$ cat config.mk
export PLATFORM = sky130hd
export DESIGN_NAME = seg7_decoder_flat
export DESIGN_NICKNAME = d
export VERILOG_FILES = /design/src/rtl/seg7_decoder_if.sv /design/src/rtl/seg7_decoder.sv /design/src/flat_wrapper.sv
export SDC_FILE = /design/constraint.sdc
export NUM_CORES = 1
export LEC_CHECK = 0
export ABC_CLOCK_PERIOD_IN_PS = 2650
export CORE_AREA = 2 2 39 41
export DETAILED_ROUTE_END_ITERATION = 16
export DIE_AREA = 0 0 41 43
export DONT_BUFFER_PORTS = 1
export SLEW_MARGIN = 10
export SYNTH_ARGS = -nofsm -noshare
export SYNTH_HDL_FRONTEND = slang
export SYNTH_SLANG_ARGS = --single-unit
$ cat constraint.sdc
create_clock -name clk -period 2.65 [get_ports clk]
set_input_delay 0.6625 -clock clk [delete_from_list [all_inputs] [get_ports clk]]
set_output_delay 0.6625 -clock clk [all_outputs]
set_load 0.02 [all_outputs]
$ cat src/rtl/seg7_decoder_if.sv
`default_nettype none
// ============================================================================
//  Module      : seg7_decoder_if
//  Description : Digit request / segment pattern bundle for one display digit.
//                master : display controller (drives en, digit, dp, blank;
//                         observes seg)
//                slave  : seg7_decoder (consumes the request, drives seg)
//  Signals     : en    - capture enable, 1 = decoder register updates
//                digit - nibble to display, 0-15
//                dp    - decimal point request, active-high
//                blank - 1 = all segments and dp off
//                seg   - registered segment byte, {dp,g,f,e,d,c,b,a}
//  Revision    : 1.0 - initial release
// ============================================================================
interface seg7_decoder_if;
  logic       en;
  logic [3:0] digit;
  logic       dp;
  logic       blank;
  logic [7:0] seg;

  modport master (
    output en,
    output digit,
    output dp,
    output blank,
    input  seg
  );

  modport slave (
    input  en,
    input  digit,
    input  dp,
    input  blank,
    output seg
  );
endinterface : seg7_decoder_if
`default_nettype wire

$ cat src/rtl/seg7_decoder.sv
`default_nettype none
// ============================================================================
//  Module      : seg7_decoder
//  Description : Registered 4-bit nibble to seven-segment decoder, one per
//                display digit. Drives common-anode segments directly.
//  Parameters  : ACTIVE_LOW - 1 = lit segment is 0; 0 = whole byte inverted
//                HEX_MODE   - 1 = codes 10-15 show A,b,C,d,E,F;
//                             0 = codes 10-15 show a dash (segment g only)
//  Ports       : clk - system clock, rising edge
//                rst - synchronous active-high reset, forces all-off
//                bus - seg7_decoder_if.slave (en, digit, dp, blank -> seg)
//                      seg bit order: 0=a 1=b 2=c 3=d 4=e 5=f 6=g 7=dp
//  Revision    : 1.0 - initial release
// ============================================================================
module seg7_decoder #(
  parameter bit ACTIVE_LOW = 1'b1,
  parameter bit HEX_MODE   = 1'b1
) (
  input  wire logic      clk,
  input  wire logic      rst,
  seg7_decoder_if.slave  bus
);

  // All-off byte in the internal active-low domain; inverted on the way out
  // when the board wants active-high drive.
  localparam logic [7:0] c_all_off_al = 8'hFF;
  localparam logic [6:0] c_dash_al    = 7'h3F;   // only g lit

  localparam logic [7:0] c_all_off =
    ACTIVE_LOW ? c_all_off_al : ~c_all_off_al;

  logic [6:0] w_glyph_al;   // bits[6:0], active-low glyph for the nibble
  logic [7:0] w_byte_al;    // full byte incl. dp, active-low
  logic [7:0] w_seg_next;   // byte in output polarity
  logic [7:0] r_seg;

  // Glyph ROM, kept in active-low form so it reads like a datasheet.
  always_comb begin
    w_glyph_al = c_dash_al;
    case (bus.digit)
      4'h0: w_glyph_al = 7'h40;
      4'h1: w_glyph_al = 7'h79;
      4'h2: w_glyph_al = 7'h24;
      4'h3: w_glyph_al = 7'h30;
      4'h4: w_glyph_al = 7'h19;
      4'h5: w_glyph_al = 7'h12;
      4'h6: w_glyph_al = 7'h02;
      4'h7: w_glyph_al = 7'h78;   // a,b,c only
      4'h8: w_glyph_al = 7'h00;
      4'h9: w_glyph_al = 7'h10;
      4'hA: w_glyph_al = HEX_MODE ? 7'h08 : c_dash_al;
      4'hB: w_glyph_al = HEX_MODE ? 7'h03 : c_dash_al;
      4'hC: w_glyph_al = HEX_MODE ? 7'h46 : c_dash_al;
      4'hD: w_glyph_al = HEX_MODE ? 7'h21 : c_dash_al;
      4'hE: w_glyph_al = HEX_MODE ? 7'h06 : c_dash_al;
      4'hF: w_glyph_al = HEX_MODE ? 7'h0E : c_dash_al;
      default: w_glyph_al = c_dash_al;
    endcase
  end

  // Blank overrides the glyph and the decimal point together.
  always_comb begin
    w_byte_al = c_all_off_al;
    if (!bus.blank) begin
      w_byte_al = {~bus.dp, w_glyph_al};
    end
  end

  assign w_seg_next = ACTIVE_LOW ? w_byte_al : ~w_byte_al;

  // Single register stage: reset beats enable, enable-low holds.
  always_ff @(posedge clk) begin
    if (rst) begin
      r_seg <= c_all_off;
    end else if (bus.en) begin
      r_seg <= w_seg_next;
    end
  end

  assign bus.seg = r_seg;

endmodule : seg7_decoder
`default_nettype wire

$ cat src/flat_wrapper.sv
// flat-port wrapper written by rule: the top's interface ports become plain ports
module seg7_decoder_flat 
#(
  parameter bit ACTIVE_LOW = 1'b1,
  parameter bit HEX_MODE   = 1'b1
)
  (clk, rst, bus_en, bus_digit, bus_dp, bus_blank, bus_seg);
  seg7_decoder_if bus_i ();
  input  wire logic clk;
  input  wire logic rst;
  input wire logic [$bits(bus_i.en)-1:0] bus_en;
  input wire logic [$bits(bus_i.digit)-1:0] bus_digit;
  input wire logic [$bits(bus_i.dp)-1:0] bus_dp;
  input wire logic [$bits(bus_i.blank)-1:0] bus_blank;
  output wire logic [$bits(bus_i.seg)-1:0] bus_seg;
  assign bus_i.en = bus_en;
  assign bus_i.digit = bus_digit;
  assign bus_i.dp = bus_dp;
  assign bus_i.blank = bus_blank;
  assign bus_seg = bus_i.seg;
  seg7_decoder #(.ACTIVE_LOW(ACTIVE_LOW), .HEX_MODE(HEX_MODE)) u_core (.clk(clk), .rst(rst), .bus(bus_i));
endmodule
; Word-level counts from Yosys, hierarchy flattened
; Memory sizes are Yosys's and may differ from the RTL's.
; Index checks and enable logic that the tools add are counted.
[op_classes]
bitwise = 1
muxes = 1
[ops]
columns = op, count
row1 = $mux W8, 1
row2 = $not A1 Y1, 1
[totals]
reg_bits = 8
n_memories = 1
inputBits = 9
mem_bits_ro = 112
word_cells = 4
out_inout_bits = 8
[memory_table]
columns = memory, words, width, rd, rd_clocked_by_memory_dff, write_ports, line_no
row1 = (name not given), 16, 7, 1, 0, 0, seg7_decoder.sv:40  ; case (bus.digit)

; Depth between registers and ports, before layout
; Gate-level depths: netlist (run 1).
[logic_depth]
depth_word = 2
depth_mapped = 5
ltp_nobuf = 5

; Least setup slack after synthesis (run 1)
; No wires, ideal clock.
[synth_path]
path_type = input to register
startpoint = input port bus_digit[0]
endpoint = register u_core.r_seg[3] (netlist: u_core.bus.seg[3])
path_stages = 5
t_arrival_ns = 1.450
path_buffers = 0
slack_ns = 1.074
setup_time_ns = 0.126
cell_sequence = inv_1 > ha_1 > inv_1 > a2111oi_2 > o31ai_1
[synth_between]
elab_chain_len = 2
[synth_lines]
columns = element, line_no
row1 = start: declaration, flat_wrapper.sv:12  ; input wire logic [$bits(bus_i.digit)-1:0] bus_digit;
row2 = $mem_v2 Z16 W7, -
row3 = $mux W8, seg7_decoder.sv:64  ; if (!bus.blank) begin
row4 = end signal: assignment, seg7_decoder.sv:74  ; r_seg <= c_all_off;
row5 = end signal: assignment, seg7_decoder.sv:76  ; r_seg <= w_seg_next;
row6 = end: declaration, seg7_decoder.sv:35  ; logic [7:0] r_seg;
; No other way between the ends.
; A chain may end at the register's enable or synchronous reset.

; Worst setup path after layout (run 1)
; Ends and elaborated chain as after synthesis.

==> results of run 1 <==
final timing paths:
path                                   from                        endpoint
min                                     rst  u_core.bus.seg[7]$_SDFFE_PP1P_
min reg2reg  u_core.bus.seg[2]$_SDFFE_PP1P_  u_core.bus.seg[2]$_SDFFE_PP1P_
max reg2reg  u_core.bus.seg[7]$_SDFFE_PP1P_  u_core.bus.seg[7]$_SDFFE_PP1P_
max                            bus_digit[0]  u_core.bus.seg[3]$_SDFFE_PP1P_
logic make-up (layout without fill, tap and decap cells):
kind of cell             after synthesis  count (layout)  share of synthesized area
buffers and inverters                  8               7                     0.0838
multiplexers                           6               6                      0.102
AND/OR/NAND/NOR                       25              25                      0.213
adder cells (fa/ha/maj)                7               7                      0.143
flip-flops                             8               8                      0.262
AO/OA/AOI/OAI                         14              14                      0.196
per-layer routing:
metal	wire, um	share of wire	GRT usage
met2	538	0.46	0.225
met4	7	0.0060	0.0800
met1	558	0.48	0.224
met3	57	0.049	0.0209
met5	0	0	0
cell usage in the layout, fill, tap and decap left out, types with 2 or more instances in the layout:
| cell type | synthesis | routed |
|---|---|---|
| nand2_1 | 3 | 3 |
| nor2b_1 | 5 | 5 |
| mux2_2 | 2 | 2 |
| nor2_1 | 7 | 7 |
| dfxtp_1 | 8 | 8 |
| nor3_1 | 2 | 2 |
| clkbuf_4 | 0 | 3 |
| o311a_1 | 2 | 2 |
| inv_1 | 4 | 4 |
| ha_1 | 7 | 7 |
| mux2i_1 | 4 | 4 |
| a31oi_1 | 2 | 2 |
cell type report:
| cell class | instances | area share |
|---|---|---|
| Tap cell | 16 | 0.0324 |
| Sequential cell | 8 | 0.259 |
| Inverter | 4 | 0.0243 |
| Multi-Input combinational cell | 52 | 0.648 |
| Clock buffer | 3 | 0.0364 |
power breakdown:
| part | internal [mW] | switching (mW) |
|---|---|---|
| Sequential | 0.127 | 0.0117 |
| Combinational | 0.0222 | 0.0198 |
| Clock | 0.0515 | 0.0370 |
| Total | 0.201 | 0.0684 |
==> out/metrics.cfg, run 1 <==
[floorplanning]
fp.dieW_um=41
placementRows=14
die_area_sq_um=1760
core-area_sq_um=1380
die_y_um=43
pin_count=17
start_util=0.442

[cts]
cts-buffers-inserted=3
worstSkewPairLatency_ns=0.24
cts_tree=yes
cts_hold_buffers=0
cts_sinks=8
root_buffer=clkbuf_4
cts_buffer_depth=2
htree_levels=1
post_cts_resized=0
path_clk_slew_ns=0.05
cts_setup_buffers=0

[finish]
diodes=0
nFillCells=157
final_cells=83
syn_to_final_growth_pct=1.02
multi_input_area_sq_um=400
largest_reg_flops=8
area.sequential_sq_um=160
final_nets=85
finish.utilization=0.447
final_cell_area_sq_um=618
drive_gt1_frac=0.149

[grt]
grt_util_all_layers=0.158
gr-total-overflow=0
antenna_found_initial=0
grt_max_degree=19
grt_first_pass_wirelength_um=1950
grt_pass1_vias=458

[yosys]
synthTopCellsByArea=dfxtp_1 (26%), ha_1 (14%), mux2i_1 (6.5%), nor2b_1 (5.1%), nor2_1 (4.3%)
ys_ff_latch=8
post-synth-top-count-cell=dfxtp_1
synthesis.instances=68
syn-cell-area_sq_um=612
synth_area_per_cell_sq_um=9.00
yosysTopAreaCell=dfxtp_1
synthFlopType=dfxtp_1
synth_top_area_frac=0.262
async_flop_share=0
synth_cell_type_count=32
synth-edff-count=0
ys_top_cells_by_count=dfxtp_1 (8), ha_1 (7), nor2_1 (7)
synth_warnings=0
syn_nets=84
seq_area_frac_synth=0.262

[route]
dr.pass1.iters=2
wl_um=1160
ant_nets=0
drt_iter0_drc=2
vias_per_cell=5.57
wl_per_cell_um=14.0
vias=462
drc=0

[timing]
setup_slack_ns=1.25
fmax_ghz=0.714
rsz0062_at_grt=false
setup_viol=0
hold_ws_ns=0.526
maxSlewViolCount=0
max_slew_margin=0.749
hold_viol=0
fin_tns_setup_ns=0
min_period_ns=1.40
period_share=0.528
fin_skew_ns=0
worst_pin_slew_ns=0.375

[run_status]
status=completed

[worst_setup_path]
crit_chain=inv_1 -> ha_1 -> inv_1 -> a2111oi_2 -> o31ai_1
cp_max_fo=6
r2r_cells=3
max_stage_delay_ns=0.32
cpMostUsedCell=inv_1
cp.depth=5
required_ns=2.77
start_kind=primary input
critPathBufInv=2
arrival_ns=1.52
critical_path.top_delay_family=compound AO/OA/AOI/OAI gates
cp-end-kind=flop
critPathKind=primary input to flop
cp_slowest_cell=ha_1
rrSetupSlack_ns=1.74

[hold_path]
worstHoldPathType=primary input to flop
hold_depth=1

[pwr]
vdd_drop_max_mv=0.128
leakagePower_nw=0.272
power.total_uw=269
powerDensity_nw_per_um2=436

[run]
cap_violations=0

[place]
dp.cells=80
dpl-instance-area_sq_um=596
post-dp-hpwl_um=892
gp_congestion=0.742
post-place-ws_ns=0.993
io_buffers=0

Power figures use the tool's default switching activity.
==> run 2: changes to the inputs <==
--- a/config.mk
+++ b/config.mk
@@ -5,7 +5,7 @@
 export SDC_FILE = /design/constraint.sdc
 export NUM_CORES = 1
 export LEC_CHECK = 0
-export ABC_CLOCK_PERIOD_IN_PS = 2650
+export ABC_CLOCK_PERIOD_IN_PS = 1320
 export CORE_AREA = 2 2 39 41
 export DETAILED_ROUTE_END_ITERATION = 16
 export DIE_AREA = 0 0 41 43
==> constraint.sdc (replaced) <==
create_clock -name clk -period 1.32 [get_ports clk]
set_input_delay 0.33 -clock clk [delete_from_list [all_inputs] [get_ports clk]]
set_output_delay 0.33 -clock clk [all_outputs]
set_load 0.02 [all_outputs]
==> out/metrics.cfg, run 2 (synthesized netlist as in run 1, its figures left out) <==
[worst_setup_path]
cpMostUsedCell=inv_1
start_kind=primary input
critical_path.top_delay_family=compound AO/OA/AOI/OAI gates
regToRegStartpoint=u_core.bus.seg[7]$_SDFFE_PP1P_
crit_chain=inv_1 -> ha_1 -> inv_1 -> a2111oi_2 -> o31ai_1
cp-end-kind=flop
required_ns=1.44
cp_max_fo=6
r2r_end=u_core.bus.seg[7]$_SDFFE_PP1P_
arrival_ns=1.18
rrSetupSlack_ns=0.42
critPathKind=primary input to flop
max_stage_delay_ns=0.32
r2r_cells=3
cp_slowest_cell=ha_1
critPathBufInv=2

[finish]
syn_to_final_growth_pct=2.25
final_cell_area_sq_um=626
diodes=0
layout_common_cells=dfxtp_1 (8), nor2_1 (7), ha_1 (7)
mostFrequentLayoutCell=dfxtp_1
final_nets=86
largest_reg_flops=8
drive_gt1_frac=0.162

[hold_path]
hold_depth=1
worstHoldStart=rst
worstHoldPathType=primary input to flop
hold_end=u_core.bus.seg[7]$_SDFFE_PP1P_

[floorplanning]
fp.dieW_um=41
die_area_sq_um=1760
die_y_um=43
pin_count=17
start_util=0.442
placementRows=14
core-area_sq_um=1380

[cts]
cts_sinks=8
root_buffer=clkbuf_4
cts_buffer_depth=2
cts_tree=yes
htree_levels=1
cts-buffers-inserted=3
worstSkewPairLatency_ns=0.24
cts_setup_buffers=0
post_cts_resized=0
cts_hold_buffers=0
path_clk_slew_ns=0.05

[route]
wl_um=1160
vias_per_cell=5.50
vias=462
drc=0
dr.pass1.iters=2
wl_per_cell_um=13.8
ant_nets=0
drt_iter0_drc=5

[grt]
grt_util_all_layers=0.163
grt_first_pass_wirelength_um=1930
grt_max_degree=19
grt_pass1_vias=433
antenna_found_initial=0
gr-total-overflow=0

[timing]
period_share=0.801
worst_pin_slew_ns=0.275
max_slew_margin=0.816
fin_skew_ns=0
min_period_ns=1.06
maxSlewViolCount=0
setup_viol=0
rsz0062_at_grt=false
fin_tns_setup_ns=0
hold_viol=0
fmax_ghz=0.946

[pwr]
leakagePower_nw=0.277
vdd_drop_max_mv=0.273
powerDensity_nw_per_um2=873

[place]
io_buffers=0
dpl-instance-area_sq_um=603
gp_congestion=0.750
post-dp-hpwl_um=894

[run_status]
status=completed

[run]
cap_violations=0

[run 2: area by class of cell]
type / instances / area (sq um)
Inverter: 4 / 15.0
Tap cell: 16 / 20.0
Fill cell: 156 / 758
Sequential cell: 8 / 160
Clock buffer: 3 / 22.5
Multi-Input combinational cell: 52 / 400
Timing Repair Buffer: 1 / 7.51
[run 2: how the worst max path moves through the flow]
stage / startpoint / end / slack, ns / depth (start not counted)
final: bus_digit[0] / u_core.bus.seg[3]$_SDFFE_PP1P_ / 0.26 / 5
after global routing: bus_digit[1] / u_core.bus.seg[2]$_SDFFE_PP1P_ / 0.18 / 5
after CTS: bus_digit[0] / u_core.bus.seg[3]$_SDFFE_PP1P_ / 0.26 / 5
after detailed placement: bus_digit[0] / u_core.bus.seg[3]$_SDFFE_PP1P_ / 0.004 / 5
after global placement: bus_digit[0] / u_core.bus.seg[3]$_SDFFE_PP1P_ / 0.02 / 5
after floorplan: bus_digit[0] / u_core.bus.seg[3]$_SDFFE_PP1P_ / 0.08 / 5
[run 2: worst register-to-register path: stages (launching register included)]
cell     delay (ns)
dfxtp_1        0.37
nor2_1         0.12
a21oi_1        0.04
or2_2          0.26
[run 2: routing by layer]
layer / part of all wire / up-vias / routed length [um] / track usage
met5: 0 / - / 0 / 0
met4: 0.0069 / 0 / 8 / 0.120
met3: 0.054 / 2 / 62 / 0.0157
met2: 0.47 / 14 / 545 / 0.219
met1: 0.47 / 204 / 540 / 0.230
li1: - / 242 / - / -
[run 2: power by group]
group | internal [mW] | switching, mW | total [mW]
clock | 0.104 | 0.0775 | 0.181
sequential | 0.255 | 0.0237 | 0.279
combinational | 0.0464 | 0.0396 | 0.0860
[run 2: per-stage QoR]
step / util / std cells / hold slack [ns] / power (mW) / worst slack, ns
2_1_floorplan: - / 68 / 0.437 / 0.376 / 0.0767
3_3_place_gp: 0.436 / 81 / 0.440 / 0.370 / 0.0160
3_5_place_dp: 0.436 / 81 / 0.440 / 0.370 / 0.00376
4_1_cts: 0.452 / 84 / 0.175 / 0.556 / 0.261
5_1_grt: 0.452 / 84 / 0.168 / 0.585 / 0.183
6_report: 0.452 / 84 / 0.183 / 0.546 / 0.263
==> run 3: changes to the inputs <==
--- a/config.mk
+++ b/config.mk
@@ -5,7 +5,7 @@
 export SDC_FILE = /design/constraint.sdc
 export NUM_CORES = 1
 export LEC_CHECK = 0
-export ABC_CLOCK_PERIOD_IN_PS = 1320
+export ABC_CLOCK_PERIOD_IN_PS = 940
 export CORE_AREA = 2 2 39 41
 export DETAILED_ROUTE_END_ITERATION = 16
 export DIE_AREA = 0 0 41 43
==> constraint.sdc (replaced) <==
create_clock -name clk -period 0.94 [get_ports clk]
set_input_delay 0.235 -clock clk [delete_from_list [all_inputs] [get_ports clk]]
set_output_delay 0.235 -clock clk [all_outputs]
set_load 0.02 [all_outputs]
==> out/metrics.cfg, run 3 (synthesized netlist as in run 1, its figures left out) <==
[run_status]
status=completed

[worst_setup_path]
max_stage_delay_ns=0.32
cp_slowest_cell=dfxtp_2
critical_path.top_delay_family=flip-flops
critPathLaunch=u_core.bus.seg[3]$_SDFFE_PP1P_
required_ns=0.70
cp-end-kind=primary output
critPathKind=flop to primary output
critPathBufInv=1
arrival_ns=0.69
regToRegStartpoint=u_core.bus.seg[7]$_SDFFE_PP1P_
start_kind=flop
cp_max_fo=2
crit_chain=buf_6

[route]
drc=0
vias_per_cell=5.50
wl_um=1180
wl_per_cell_um=13.4
ant_nets=0
vias=484
dr.pass1.iters=5
drt_iter0_drc=7

[finish]
diodes=0
nFillCells=126
mostFrequentLayoutCell=dfxtp_2
final_cell_area_sq_um=748
drive_gt1_frac=0.417
final_cells=88
final_nets=90
syn_to_final_growth_pct=22.3
layout_common_cells=dfxtp_2 (8), nor2_1 (7), nor2b_1 (5)
largest_reg_flops=8

[place]
post-place-ws_ns=-0.156
post-dp-hpwl_um=935
dpl-instance-area_sq_um=704
dp.cells=85
gp_congestion=0.737
io_buffers=0

[timing]
fin_skew_ns=0
worst_pin_slew_ns=0.296
rsz0062_at_grt=true
min_period_ns=0.925
period_share=0.984
maxSlewViolCount=0
max_slew_margin=0.802
setup_slack_ns=0.0154
setup_viol=0
fmax_ghz=1.08
fin_tns_setup_ns=0
hold_viol=0

[cts]
cts_tree=yes
cts_buffer_depth=2
cts_sinks=8
cts_setup_buffers=0
htree_levels=1
worstSkewPairLatency_ns=0.25
path_clk_slew_ns=0.05
cts-buffers-inserted=3
cts_hold_buffers=0
root_buffer=clkbuf_4

[floorplanning]
die_y_um=43
placementRows=14
core-area_sq_um=1380
die_area_sq_um=1760
start_util=0.442
fp.dieW_um=41
pin_count=17

[pwr]
power.total_uw=805
powerDensity_nw_per_um2=1080
vdd_drop_max_mv=0.311
leakagePower_nw=0.302

[grt]
gr-total-overflow=0
grt_max_degree=19
grt_pass1_vias=434
grt_util_all_layers=0.151
antenna_found_initial=0
grt_first_pass_wirelength_um=1770

[hold_path]
worstHoldPathType=primary input to flop
worstHoldStart=rst

[run]
cap_violations=0

-- run 3: final cells by class --
type	instances	area [sq um]	share of cell area
Clock buffer	3	22.5	0.0301
Inverter	4	40.0	0.0535
Timing Repair Buffer	5	48.8	0.0652
Sequential cell	8	170	0.227
Tap cell	16	20.0	0.0268
Multi-Input combinational cell	52	447	0.597
-- run 3: metrics by stage --
stage          utilization  hold WS [ns]
6_report             0.541        0.0955
3_3_place_gp         0.509         0.346
5_1_grt              0.541        0.0856
3_5_place_dp         0.509         0.350
4_1_cts              0.536        0.0939
2_1_floorplan            -         0.342
-- run 3: report_power, final --
part           internal (mW)  leakage [nW]  total, mW  switching [mW]
clock network          0.145        0.0138      0.251           0.105
registers              0.363        0.0627      0.388          0.0257
logic                 0.0948         0.225      0.166          0.0712
-- run 3: path summary, 6_finish.rpt --
| kind | slack [ns] | cells after the start | to |
|---|---|---|---|
| min reg2reg | 0.53 | 2 | u_core.bus.seg[3]$_SDFFE_PP1P_ |
| max | 0.02 | 1 | bus_seg[3] |
| max reg2reg | 0.11 | 3 | u_core.bus.seg[7]$_SDFFE_PP1P_ |
| min | 0.1 | 1 | u_core.bus.seg[7]$_SDFFE_PP1P_ |
-- run 3: routing by layer --
metal,GRT usage,share of wire,vias to the layer above
met5,0,0,-
met4,0.120,0.010,0
met3,0.0209,0.084,2
met2,0.231,0.47,24
met1,0.176,0.43,211
li1,-,-,247
-- run 3: timing repair --
action                                  4_1_cts  5_1_grt
endpoints found under the setup margin        3        8
resized for setup                             6        5
gates cloned                                  0        0
pin swaps                                     0        0
